`config.mk`:
```
export PLATFORM = sky130hd
export DESIGN_NAME = writeback_arbiter
export DESIGN_NICKNAME = d
export VERILOG_FILES = /design/src/rtl/writeback_arbiter.sv
export SDC_FILE = /design/constraint.sdc
export NUM_CORES = 1
export LEC_CHECK = 0
export CORE_MARGIN = 1
export CORE_UTILIZATION = 30
export DETAILED_ROUTE_END_ITERATION = 10
export PLACE_DENSITY_LB_ADDON = 0.1
export SLEW_MARGIN = 25
export SYNTH_ARGS = -nofsm -noshare
export SYNTH_HDL_FRONTEND = slang
export SYNTH_SLANG_ARGS = --single-unit
```
`constraint.sdc`:
```
create_clock -name clk -period 8.9 [get_ports clk]
set_input_delay 0.89 -clock clk [delete_from_list [all_inputs] [get_ports clk]]
set_output_delay 0.89 -clock clk [all_outputs]
set_load 0.05 [all_outputs]
```
`src/rtl/writeback_arbiter.sv`:
```
// -----------------------------------------------------------------------------
// writeback_arbiter
//   Result write-back stage sitting directly in front of the register cells.
//   Each of NUM_SOURCES functional units owns a one-deep holding entry. One
//   held entry per cycle is picked round-robin and broadcast on the shared
//   data bus. A one-hot strobe tells the destination register cell to load
//   the data and clear its write-reserve bit. Every write-back output is
//   registered, so there is no combinational path from a source to wb_*.
//
// Ports
//   clk          in   clock
//   rst          in   asynchronous reset, active-low
//   src_valid    in   [NUM_SOURCES]                 source i offers a result
//   src_ready    out  [NUM_SOURCES]                 source i entry can accept
//   src_data     in   [NUM_SOURCES*OPERAND_WIDTH]   result i at [i*W +: W]
//   src_dest     in   [NUM_SOURCES*REG_ADDR_WIDTH]  destination of result i
//   wb_valid     out  a write-back is broadcast this cycle
//   wb_dest      out  [REG_ADDR_WIDTH]  destination of the broadcast
//   wb_data      out  [OPERAND_WIDTH]   data bus to every cell
//   wb_en        out  [NUM_REGS]        one-hot per-register load strobe
//   wb_dest_err  out  sticky flag: an out-of-range destination was dropped
// -----------------------------------------------------------------------------
module writeback_arbiter #(
  parameter int NUM_SOURCES    = 4,
  parameter int OPERAND_WIDTH  = 32,
  parameter int NUM_REGS       = 32,
  parameter int REG_ADDR_WIDTH = 5
) (
  input  logic                                  clk,
  input  logic                                  rst,
  input  logic [NUM_SOURCES-1:0]                src_valid,
  output logic [NUM_SOURCES-1:0]                src_ready,
  input  logic [NUM_SOURCES*OPERAND_WIDTH-1:0]  src_data,
  input  logic [NUM_SOURCES*REG_ADDR_WIDTH-1:0] src_dest,
  output logic                                  wb_valid,
  output logic [REG_ADDR_WIDTH-1:0]             wb_dest,
  output logic [OPERAND_WIDTH-1:0]              wb_data,
  output logic [NUM_REGS-1:0]                   wb_en,
  output logic                                  wb_dest_err
);

  localparam int PTR_W = $clog2(NUM_SOURCES);
  // NUM_REGS fits in one bit more than the address, so the range check
  // needs no wider arithmetic.
  localparam logic [REG_ADDR_WIDTH:0] NUM_REGS_LIM = (REG_ADDR_WIDTH+1)'(NUM_REGS);

  logic [NUM_SOURCES-1:0]    r_held;
  logic [PTR_W-1:0]          r_rr_ptr;
  logic [OPERAND_WIDTH-1:0]  r_data_q [NUM_SOURCES];
  logic [REG_ADDR_WIDTH-1:0] r_dest_q [NUM_SOURCES];

  logic [NUM_SOURCES-1:0]    w_grant;
  logic [NUM_SOURCES-1:0]    w_accept;
  logic                      w_grant_any;
  logic [PTR_W-1:0]          w_grant_idx;
  logic [PTR_W-1:0]          w_scan_ptr;
  logic [PTR_W-1:0]          w_rr_next;
  int                        w_scan_idx;
  logic [REG_ADDR_WIDTH-1:0] w_sel_dest;
  logic [OPERAND_WIDTH-1:0]  w_sel_data;
  logic                      w_dest_ok;
  logic [NUM_REGS-1:0]       w_sel_en;

  // Round-robin pick: first held entry at or after r_rr_ptr, wrapping.
  always_comb begin
    w_grant_any = 1'b0;
    w_grant_idx = '0;
    w_grant     = '0;
    w_scan_idx  = 0;
    w_scan_ptr  = '0;
    for (int k = 0; k < NUM_SOURCES; k++) begin
      w_scan_idx = int'(r_rr_ptr) + k;
      if (w_scan_idx >= NUM_SOURCES) w_scan_idx = w_scan_idx - NUM_SOURCES;
      w_scan_ptr = PTR_W'(w_scan_idx);
      if (!w_grant_any && r_held[w_scan_ptr]) begin
        w_grant_any = 1'b1;
        w_grant_idx = w_scan_ptr;
      end
    end
    if (w_grant_any) w_grant[w_grant_idx] = 1'b1;
  end

  // Explicit wrap keeps non-power-of-two source counts correct.
  assign w_rr_next = (w_grant_idx == PTR_W'(NUM_SOURCES - 1)) ? '0 : w_grant_idx + 1'b1;

  // An entry being drained this cycle can refill on the same edge, which
  // gives a lone source one result per cycle.
  assign src_ready = rst ? (~r_held | w_grant) : '0;
  assign w_accept  = src_valid & src_ready;

  assign w_sel_dest = r_dest_q[w_grant_idx];
  assign w_sel_data = r_data_q[w_grant_idx];
  assign w_dest_ok  = ({1'b0, w_sel_dest} < NUM_REGS_LIM);

  always_comb begin
    w_sel_en = '0;
    for (int r = 0; r < NUM_REGS; r++) begin
      w_sel_en[r] = w_dest_ok && (w_sel_dest == REG_ADDR_WIDTH'(r));
    end
  end

  // Holding entries: payload carries no reset, held[] qualifies it.
  always_ff @(posedge clk) begin
    for (int i = 0; i < NUM_SOURCES; i++) begin
      if (w_accept[i]) begin
        r_data_q[i] <= src_data[i*OPERAND_WIDTH +: OPERAND_WIDTH];
        r_dest_q[i] <= src_dest[i*REG_ADDR_WIDTH +: REG_ADDR_WIDTH];
      end
    end
  end

  // Control state and registered write-back outputs.
  always_ff @(posedge clk or negedge rst) begin
    if (!rst) begin
      r_held      <= '0;
      r_rr_ptr    <= '0;
      wb_valid    <= 1'b0;
      wb_dest     <= '0;
      wb_data     <= '0;
      wb_en       <= '0;
      wb_dest_err <= 1'b0;
    end else begin
      // A new accept wins over a grant, so grant+accept keeps the entry full.
      r_held <= w_accept | (r_held & ~w_grant);
      if (w_grant_any) begin
        r_rr_ptr <= w_rr_next;
        wb_valid <= 1'b1;
        wb_dest  <= w_sel_dest;
        wb_data  <= w_sel_data;
        wb_en    <= w_sel_en;
        if (!w_dest_ok) wb_dest_err <= 1'b1;
      end else begin
        wb_valid <= 1'b0;
        wb_en    <= '0;
      end
    end
  end

endmodule
```
==> summary.txt <==
Placed design
  • DP Area: 0.0110 mm^2
  • Detailed Place HPWL: 14700 um
  • Worst slack, placed: 4.65 ns
  • Port-buffer cells: 227
  • Final Wtd Congestion: 0.775

Final layout
  • Multi-input logic area: 0.00186 mm^2
  • Area growth, synth to finish: 41.4%
  • NumNets Final: 991
  • Share of layout cells above drive strength 1: 9.02%
  • Most common cell after layout, fill and taps aside: clkdlybuf4s50_1
  • FF+latch area: 0.00635 mm^2
  • Most frequent cells in the layout: clkdlybuf4s50_1, edfxtp_1, nand2_1
  • Util after Layout: 43.5%
  • Final Instance Area: 0.0118 mm^2
  • Filler cells: 2507

Timing
  • Min Tclk post-route: 4.74 ns
  • RSZ-0062 raised after global routing: false
  • Fin crit share: 53.2%
  • Max-slew violations: 0
  • Setup Skew: 0.0269 ns
  • Fin worst setup slack: 4.16 ns
  • Slew Limit Headroom: 38.4%
  • Sum Neg Setup Slack: 0 ns
  • Peak Freq: 211 MHz
  • Final hold viol count: 0
  • Worst-Margin Slew: 0.923 ns
  • Endpoints failing setup: 0

Floorplanning
  • Die H: 169 um
  • Initial Utilization: 30.8%
  • Core region area: 0.0271 mm^2
  • Top-level I/O count: 229
  • Total Die Area: 0.0285 mm^2
  • Cell row count: 60
  • Chip Width: 169 um

Clocking
  • Clock root buffer: clkbuf_16
  • H-tree depth: 1
  • Worst-Skew Late Latency: 0.53 ns
  • Setup Buffers After CTS: 0
  • Clk sink count: 224
  • Clock Path Buffers: 3
  • CTS buffer count: 25
  • # hold bufs at CTS: 0
  • Clock tree from TritonCTS: built
  • Post-CTS Resized: 0
  • Register clock-pin slew on the reported worst setup and hold paths: 0.06 ns

Logic synthesis
  • Number of synthesized flops with an enable pin: 148
  • Ys flop type: edfxtp_1
  • Syn Std Cell Area: 0.00834 mm^2
  • Synth warnings: 0
  • Flop and latch count out of synthesis: 224
  • Yosys cell types: 36
  • Syn Inst Count: 607
  • Syn_area_per_cell: 13.7 um^2
  • Fraction of registers with async set/reset: 33.9%
  • Synth area leader: edfxtp_1
  • Syn Nets: 762
  • Register area share after synthesis: 76.1%
  • Largest cells by area after synthesis: edfxtp_1, dfrtp_1, nand2_1
  • Synth top area share: 53.3%

Detailed routing
  • Initial drt markers: 432
  • Vias: 5435
  • Via density: 4.43
  • Routed wire length: 21400 um
  • Routed Antenna Nets: 0
  • Routed WL per cell: 17.4 um
  • TritonRoute pass-1 iters: 6
  • # DRC: 0

Pwr
  • Pleak: 4.43 nW
  • Peak supply drop: 0.157 mV
  • PwrDens: 396 mW/mm^2
  • Power after layout: 0.00467 W

Global route
  • GRT Overall Usage: 15.2%
  • First-pass GRT wire length: 32700 um
  • Initial antenna violation count: 2
  • GR Overflow Total: 0
  • Vias in the first global route: 5799
  • Largest net degree at the start of global routing: 65

Critical path
  • CP Launch Point: r_rr_ptr[1]$_DFFE_PN0P_
  • Worst EP arrival: 3.85 ns
  • Setup Crit Path Kind: reg -> out
  • Required @ worst endpoint: 8.01 ns
  • Worst Path Max Fanout: 59
  • Setup crit end kind: primary output
  • Startpoint Class: flop
  • Worst reg2reg startpoint: r_rr_ptr[1]$_DFFE_PN0P_

Job
  • Max Cap Viol: 0

Hold path
  • Hold Crit Class: in -> async

Outcome
  • Status: completed
layout make-up:
| class | instances | area share [%] |
|---|---|---|
| Clock buffer | 33 | 5.90 |
| Multi-Input combinational cell | 346 | 15.8 |
| Inverter | 5 | 0.180 |
| Antenna cell | 2 | 0.0424 |
| Sequential cell | 224 | 53.8 |
| Tap cell | 372 | 3.95 |
| Clock inverter | 12 | 0.637 |
| Timing Repair Buffer | 234 | 19.7 |
synthesized netlist by cell type, types with 4 or more instances:
master	n
a21oi_1	16
nor3_1	9
and2_1	4
edfxtp_1	148
buf_2	7
nand2b_1	5
nand2_1	141
mux2i_1	12
nor2_1	37
nor2b_1	4
inv_1	4
dfrtp_1	76
o21ai_0	48
nand3_1	24
a222oi_1	12
clkbuf_1	20
mux2_2	16
worst paths after layout:
path                                            end  slack [ns]  cells past startpoint
min                         r_rr_ptr[0]$_DFFE_PN0P_        0.27                      1
max reg2reg                r_dest_q[3][1]$_DFFE_PP_        5.31                      8
min in group clk             wb_dest[2]$_DFFE_PN0P_        0.48                      2
max                                    src_ready[3]        4.16                      8
min reg2reg                  wb_dest[2]$_DFFE_PN0P_        0.48                      2
max in group asynchronous   wb_data[30]$_DFFE_PN0P_        7.52                      2
per-layer routing:
metal / GRT usage [%] / wire length [um] / up-vias / share of wire [%]
met4: 5.10 / 605 / 0 / 2.8
li1: - / - / 2617 / -
met1: 19.5 / 9260 / 2583 / 43
met2: 25.5 / 10300 / 192 / 48
met5: 0 / 0 / - / 0
met3: 3.30 / 1280 / 43 / 6.0
stage by stage:
step | instances | hold WS, ns
floorplan | 607 | 0.541
global placement | 1181 | 0.465
detailed placement | 1181 | 0.469
CTS | 1226 | 0.274
global route | 1228 | 0.288
finish | 1228 | 0.273
cells by family after synthesis:
family | Yosys count | share of synthesized area [%]
muxes | 28 | 3.60
AOI/OAI and AO/OA | 84 | 6.35
DFF | 224 | 76.1
other | 1 | 0.0450
and+or+nand+nor | 232 | 11.7
buffers and inverters | 37 | 2.07
adders and majority gates | 1 | 0.150
worst max-delay path, stage by stage (launching register included):
cell and delay (ns):
dfrtp_1 0.50, and3b_1 0.25, o21ai_2 0.17, nand2_4 0.33, inv_4 0.66, ha_1 0.26, nand2b_1 0.15, and2_1 0.17
clkdlybuf4s50_1 0.81
state kept, by name, indices dropped and copies added, names as in the netlist:
register / cells
wb_en: 32
wb_valid: 1
wb_data: 32
r_rr_ptr: 2
wb_dest: 5
r_held: 4
r_data_q: 128
r_dest_q: 20
report_power, final:
part,internal (W),total (W),switching (W)
Clock,0.000550,0.000955,0.000404
Combinational,0.000722,0.00217,0.00145
Sequential,0.00142,0.00155,0.000135
Total,0.00269,0.00467,0.00199
(Power assumes the default switching activity.)
